===== src/rtl/spi_flash_erase.sv =====
// spi_flash_erase: SPI NOR erase sequencer (WREN, sector/bulk erase, optional RDSR polling)
module spi_flash_erase #(
  parameter int CLK_DIV  = 2,
  parameter int CS_HOLD  = 4,
  parameter int POLL_EN  = 1,
  parameter int POLL_MAX = 65535
) (
  input  logic        sys_clk,
  input  logic        sys_rst,
  input  logic        start,
  input  logic        mode,
  input  logic [23:0] addr,
  input  logic        miso,
  output logic        busy,
  output logic        done,
  output logic        err,
  output logic        sck,
  output logic        cs_n,
  output logic        mosi
);
  localparam logic [2:0] IDLE = 3'd0, WREN = 3'd1, GAP1 = 3'd2, ERASE = 3'd3,
                         GAP2 = 3'd4, POLL = 3'd5, GAP3 = 3'd6, FIN = 3'd7;
  localparam logic [1:0] SETUP = 2'd0, SHIFT = 2'd1, HOLD = 2'd2;
  logic [2:0]  st, tgt, after;
  logic [1:0]  ph;
  logic [31:0] cnt, sr, ld_sr, polls;
  logic [5:0]  nb, ld_nb;
  logic [7:0]  rx;
  logic        md;
  logic [23:0] ad;
  // tgt: transaction a gap (or IDLE) launches; after: where a finished transaction goes
  always_comb begin
    tgt   = st == IDLE ? WREN : st == GAP1 ? ERASE : POLL;
    ld_sr = tgt == WREN ? {8'h06, 24'h0} : tgt == POLL ? {8'h05, 24'h0} :
            md ? {8'hC7, 24'h0} : {8'hD8, ad};
    ld_nb = tgt == WREN || (tgt == ERASE && md) ? 6'd8 : tgt == POLL ? 6'd16 : 6'd32;
    after = st == WREN ? GAP1 : st == ERASE ? GAP2 :
            rx[0] && polls < POLL_MAX ? GAP3 : FIN;
  end
  always_ff @(posedge sys_clk) begin
    if (sys_rst) begin
      st    <= IDLE;
      ph    <= SETUP;
      cnt   <= '0;
      sr    <= '0;
      nb    <= '0;
      rx    <= '0;
      polls <= '0;
      md    <= 1'b0;
      ad    <= '0;
      busy  <= 1'b0;
      done  <= 1'b0;
      err   <= 1'b0;
      sck   <= 1'b0;
      cs_n  <= 1'b1;
      mosi  <= 1'b0;
    end else begin
      done <= 1'b0;
      err  <= 1'b0;
      cnt  <= cnt + 1;
      case (st)
        IDLE, GAP1, GAP2, GAP3:
          if (st == IDLE ? start : cnt == CS_HOLD - 1) begin
            if (st == GAP2 && POLL_EN == 0) begin
              st   <= FIN;
              done <= 1'b1;
              busy <= 1'b0;
            end else begin
              st   <= tgt;
              ph   <= SETUP;
              cnt  <= '0;
              cs_n <= 1'b0;
              sr   <= ld_sr;
              nb   <= ld_nb;
              mosi <= ld_sr[31];
              if (tgt == POLL) polls <= polls + {31'd0, ~&polls};
            end
            if (st == IDLE) begin
              md    <= mode;
              ad    <= addr;
              polls <= '0;
              busy  <= 1'b1;
            end
          end
        FIN: st <= IDLE;
        default:
          if (ph == SETUP) begin
            if (cnt == CS_HOLD - 1) begin
              ph  <= SHIFT;
              cnt <= '0;
            end
          end else if (ph == SHIFT) begin
            if (cnt == CLK_DIV - 1) begin
              sck <= 1'b1;
              rx  <= {rx[6:0], miso};
            end
            // mosi advances only on the edge that returns sck low
            if (cnt == 2 * CLK_DIV - 1) begin
              sck  <= 1'b0;
              cnt  <= '0;
              sr   <= sr << 1;
              mosi <= sr[30];
              nb   <= nb - 6'd1;
              if (nb == 6'd1) ph <= HOLD;
            end
          end else if (cnt == CS_HOLD - 1) begin
            st   <= after;
            cs_n <= 1'b1;
            cnt  <= '0;
            if (after == FIN) begin
              done <= 1'b1;
              err  <= rx[0];
              busy <= 1'b0;
            end
          end
      endcase
    end
  end
endmodule


===== config.mk =====
export PLATFORM = sky130hd
export DESIGN_NAME = spi_flash_erase
export DESIGN_NICKNAME = d
export VERILOG_FILES = /design/src/rtl/spi_flash_erase.sv
export SDC_FILE = /design/constraint.sdc
export NUM_CORES = 1
export LEC_CHECK = 0
export CORE_UTILIZATION = 62
export CTS_BUF_LIST = sky130_fd_sc_hd__clkbuf_4 sky130_fd_sc_hd__clkbuf_8
export DETAILED_ROUTE_END_ITERATION = 8
export DONT_BUFFER_PORTS = 1
export GPL_ROUTABILITY_DRIVEN = 1
export PLACE_DENSITY_LB_ADDON = 0.15
export SETUP_SLACK_MARGIN = 0.3
export SYNTH_ARGS = -nofsm -noshare
export SYNTH_HDL_FRONTEND = slang
export SYNTH_SLANG_ARGS = --single-unit

===== constraint.sdc =====
create_clock -name sys_clk -period 2.82 [get_ports sys_clk]
set_input_delay 0.846 -clock sys_clk [delete_from_list [all_inputs] [get_ports sys_clk]]
set_output_delay 0.846 -clock sys_clk [all_outputs]
set_load 0.01 [all_outputs]

# Word level (Yosys, flattened, before mapping)
# Index checks and enable logic that the tools add are counted.
classes:
  n_eq_ne: 22
  mux: 58
  order_cmp: 1
  bitwise: 5
  n_reduce_logical: 28
  addsub: 3
ops:
  columns: ["operator", "n"]
  rows:
  - ["32-bit 2-to-1 mux", 6]
  - ["31-bit 2-to-1 mux", 4]
  - ["32-bit case mux with 2 select lines", 1]
  - ["31-bit case mux with 2 select lines", 1]
  - ["6-bit 2-to-1 mux", 6]
  - ["32-bit by 1-bit adder with 32-bit output", 1]
  - ["32-bit by 1-bit adder with 32-bit output, second input constant", 1]
  - ["32-bit by 1-bit == test with 1-bit output, second input constant", 1]
  - ["32-bit by 2-bit == test with 1-bit output, second input constant", 1]
  - ["32-bit by 16-bit less-than comparator with 1-bit output, second input constant", 1]
  - ["32-bit AND reduction", 1]
  - ["29-bit 2-to-1 mux", 1]
  - ["3-bit 2-to-1 mux", 7]
  - ["1-bit 2-to-1 mux", 19]
  - ["3-bit == test, second input constant", 5]
  - ["2-bit 2-to-1 mux", 7]
  - ["6-bit case mux with 2 select lines", 1]
  - ["4-bit AND reduction", 3]
  - ["5-bit AND reduction", 2]
  - ["2-bit nonzero test", 5]
  - ["10-bit OR reduction", 1]
  - ["3-bit by 2-bit == test with 1-bit output, second input constant", 3]
  - ["3-bit nonzero test", 3]
  - ["9-bit OR reduction", 1]
  - ["other kinds (22)", 35]
totals:
  input_bits: 29
  elab_cells: 132
  out_inout_bits: 6
  reg_bits: 138

# Logic depth before layout (Yosys ltp)
logic_depth:
  ltp_word: 11
  ltp_mapped: 11

# Worst setup path before layout
# OpenSTA, ideal clock, no wires.
synth_timing:
  path_kind: "reg2reg"
  start: "register polls[21]"
  end: "register polls[22]"
  setup_slack_ps: 399
  t_arrival_ps: 2296
  n_path_buf: 1
  stages_incl_launch_ff: 12
  path_cell_list: "dfxtp_1 nand4_1 nor4_1 and3_1 nand4_1 ha_1 ha_1 and3_1 buf_1 nand4_1 a21boi_0 mux2i_1"
synth_between:
  elab_chain_len: 5
synth_lines:
  columns: ["item", "line_no", "text"]
  rows:
  - ["from (decl)", "26", "logic [31:0] cnt, sr, ld_sr, polls;"]
  - ["from (signal assigned)", "76", "if (tgt == POLL) polls <= polls + {31'd0, ~&polls};"]
  - ["32-bit AND reduction", "76", null]
  - ["1-bit logical NOT", "76", null]
  - ["32-bit by 1-bit adder with 32-bit output (*)", "76", null]
  - ["32-bit 2-to-1 mux (*)", "76", null]
  - ["32-bit 2-to-1 mux (*)", "78", "if (st == IDLE) begin"]
# Every way passes the cells marked *; elsewhere a longest branch is shown, timed or not. The select of a mux whose other input is x is not followed.
# A chain may end at the register's enable or synchronous reset.

# Worst setup path in the final report
layout_timing:
  start: "register polls[23]"
  end: "register polls[22]"
layout_between:
  elab_chain_len: 5
layout_lines:
  columns: ["item", "line_no"]
  rows:
  - ["32-bit AND reduction", "76"]
  - ["1-bit logical NOT", "76"]
  - ["32-bit by 1-bit adder with 32-bit output", "76"]
  - ["32-bit 2-to-1 mux", "76"]
  - ["32-bit 2-to-1 mux", "78"]
# Every way passes these cells. The select of a mux whose other input is x is not followed.

==> metrics.txt <==
status=finished clean; top-area cell type share of the netlist area=0.416; Hold Vio Cnt, Final=0; # diodes=0; Critical Path Sink Type=flop; Min-Delay Startpoint=ad[20]$_SDFFE_PP0P_; WL/cell=17.0 µm; GRT Total Usage=0.293; initial antenna violation count=0; final hold slack=454 ps; WL final=16,100 µm; Gate power share=0.067; Final Cycle Share=0.886; skew final=17.0 ps; DR pass1 iterations=5; Syn. warnings=0; synthesized net count=845; Mapped Cells=810; Sequential Power Share=0.518; I/O Buffers=0; post-synth cell types=54; Slew @ Worst Pin=696 ps; Total Neg Setup Slack=0 ps; total power=3.96 mW; Setup crit start kind=flop; LEAKAGE=2.47 nW; dpl hpwl=10,100 µm; Final min period=2500 ps; Area Growth Syn to Fin=10.3%; num rows=37; Seq cells post-synth=138; register area share after synthesis=0.416; CP max-delay cell=dfxtp_2; maximum vdd drop=0.435 mV; CP max stage delay=380 ps; switching power=940 µW; share of layout cells above drive strength 1=0.124; Max-slew headroom=0.535; Post-Syn Area=0.00664 mm²; Placed Cells incl. Taps=909; ys flop type=dfxtp_1; critical path required time=3180 ps; Async SR Flop Fraction=0; largest net degree at the start of global routing=87; max cap viols=0; worst-skew pair later-pin latency=450 ps; CP bufs+invs=0; H-tree depth=4; Root Driver=clkbuf_8; Die Wd=106 µm; clock power share=0.415; arrival time at the worst endpoint=2860 ps; worst path cell trace=nand4_1, nor4_4, and3_4, nand4_1, ha_2, ha_4, and3_2, nand4_1, a21boi_1, mux2i_1; Residual DRC=0; first-pass GRT wire length=26,400 µm; RSZ-0062 raised after global routing=true; Core ar.=0.0104 mm²; via count=6,102; highest clock rate=0.400 GHz; switching share of total power=0.237; chip height=106 µm; internal power=3.02 mW; number of synthesized flops with an enable pin=0; Post-CTS Hold Buffers=0; clock sink count=138; initial core utilization=0.641; Die ar.=0.0111 mm²; Nets=835; beginning of the critical path=polls[23]$_SDFFE_PP0P_; global route overflow=0; type of the worst min-delay path=flop to flop; TritonCTS clock tree=done; Critical Path Fanout Max=6; clock buffer depth=2; largest cells by area after synthesis=dfxtp_1 42%, nand2_1 6.6%, a21oi_1 4.3%; Final Max Tran Viols=0; Worst-path clk slew=80 ps; CTS buffer count=17; Power Density=541 mW/mm²; RePlAce Congestion=0.828; final cell count without fillers=949; Iter 0 DRT Violations=434; leading area contributor after synthesis=dfxtp_1; ANT nets after route=0; post-synthesis area per instance=8.20 µm²; Top Family by Delay on Critical Path=simple AND/OR/NAND/NOR gates; CP Class=flop to flop; I/O pin count=35; crit-path most repeated cell=nand4_1; Setup violations, final=0; reg2reg start=polls[23]$_SDFFE_PP0P_; vias per cell=6.43; vias in the first global route=5,554
stage by stage:
step | setup WS, ps | utilization | instance area [µm²]
2_1_floorplan | 399 | - | 6640
3_3_place_gp | 192 | 0.650 | 6740
3_5_place_dp | 131 | 0.650 | 6740
4_1_cts | 319 | 0.699 | 7250
5_1_grt | 207 | 0.707 | 7330
6_report | 323 | 0.707 | 7330
synthesized netlist by cell type, types with 4 or more instances:
master / count
dfxtp_1: 138
nand2_1: 116
a21oi_1: 57
nor2_1: 54
nor3_1: 47
nand3_1: 38
clkbuf_1: 37
a211oi_1: 31
nand4_1: 29
a22oi_1: 24
nor4_1: 23
mux2i_1: 19
inv_1: 18
xnor2_1: 18
or3_1: 15
o21ai_0: 13
xor2_1: 13
buf_2: 11
a2111o_1: 10
and3_1: 10
and4_1: 9
o2111ai_1: 9
buf_1: 7
a31oi_1: 6
ha_1: 6
a21boi_0: 4
and2_1: 4
layout by cell type (no fill, tap or decap), drive strengths merged, types with 24 or more instances in the layout:
cell	netlist	routed
nor2	54	54
nand2	116	116
a21oi	58	58
a22oi	24	24
nor3	47	47
nand4	30	30
nor4	26	26
nand3	38	38
buf	21	30
clkbuf	38	24
a211oi	31	31
dfxtp	138	138
cells by family after synthesis:
family | after synthesis | share of synthesized area
XOR/XNOR | 31 | 0.0409
AND/OR/NAND/NOR | 366 | 0.276
buffers and inverters | 77 | 0.0505
adder cells (fa/ha/maj) | 6 | 0.0113
multiplexers | 19 | 0.0286
AO/OA/AOI/OAI | 173 | 0.177
flip-flops | 138 | 0.416
registers in the layout, summed over array words and instances (netlist names):
register,cells
busy,1
cs_n,1
md,1
st,3
nb,6
done,1
ad,24
err,1
cnt,32
sr,31
polls,32
mosi,1
sck,1
ph,2
rx,1
what timing repair did:
item	CTS	global route
pin swaps	4	10
setup endpoints to repair	10	19
buffers inserted	4	4
gates resized for setup	15	19
final cells by class:
type	instances	area, µm²
multi-input combinational	595	3670
fill	805	3040
sequential	138	2780
clock buffer	24	318
timing repair buffer	30	238
tap	136	170
clock inverter	8	90.1
inverter	18	67.6
path summary, 6_finish.rpt:
check | slack [ps] | cells after the start | to
worst max-delay path | 320 | 10 | polls[22]$_SDFFE_PP0P_
worst min-delay path | 450 | 2 | ad[20]$_SDFFE_PP0P_
worst max register to register | 320 | 10 | polls[22]$_SDFFE_PP0P_
worst min register to register | 450 | 2 | ad[20]$_SDFFE_PP0P_
layer usage:
layer	share of wire	wire, µm	track usage
met5	0	0	0
met4	0.021	335	0.137
met3	0.067	1080	0.0662
met2	0.47	7630	0.458
met1	0.44	7090	0.385
worst reg2reg max path, stage by stage, from the launching register on:
cell	delay (ps)
dfxtp_2	380
nand4_1	200
nor4_4	250
and3_4	230
nand4_1	100
ha_2	230
ha_4	170
and3_2	270
nand4_1	250
a21boi_1	140
mux2i_1	210
power groups by stage:
stage          logic (mW)  clock network [mW]  registers [mW]
2_1_floorplan       0.225                   0            2.08
3_3_place_gp        0.254                   0            2.09
3_5_place_dp        0.263                   0            2.10
4_1_cts             0.265                1.67            2.05
5_1_grt             0.298                1.75            2.06
6_report            0.267                1.64            2.05
No activity file was read; power rests on OpenSTA's default activity.
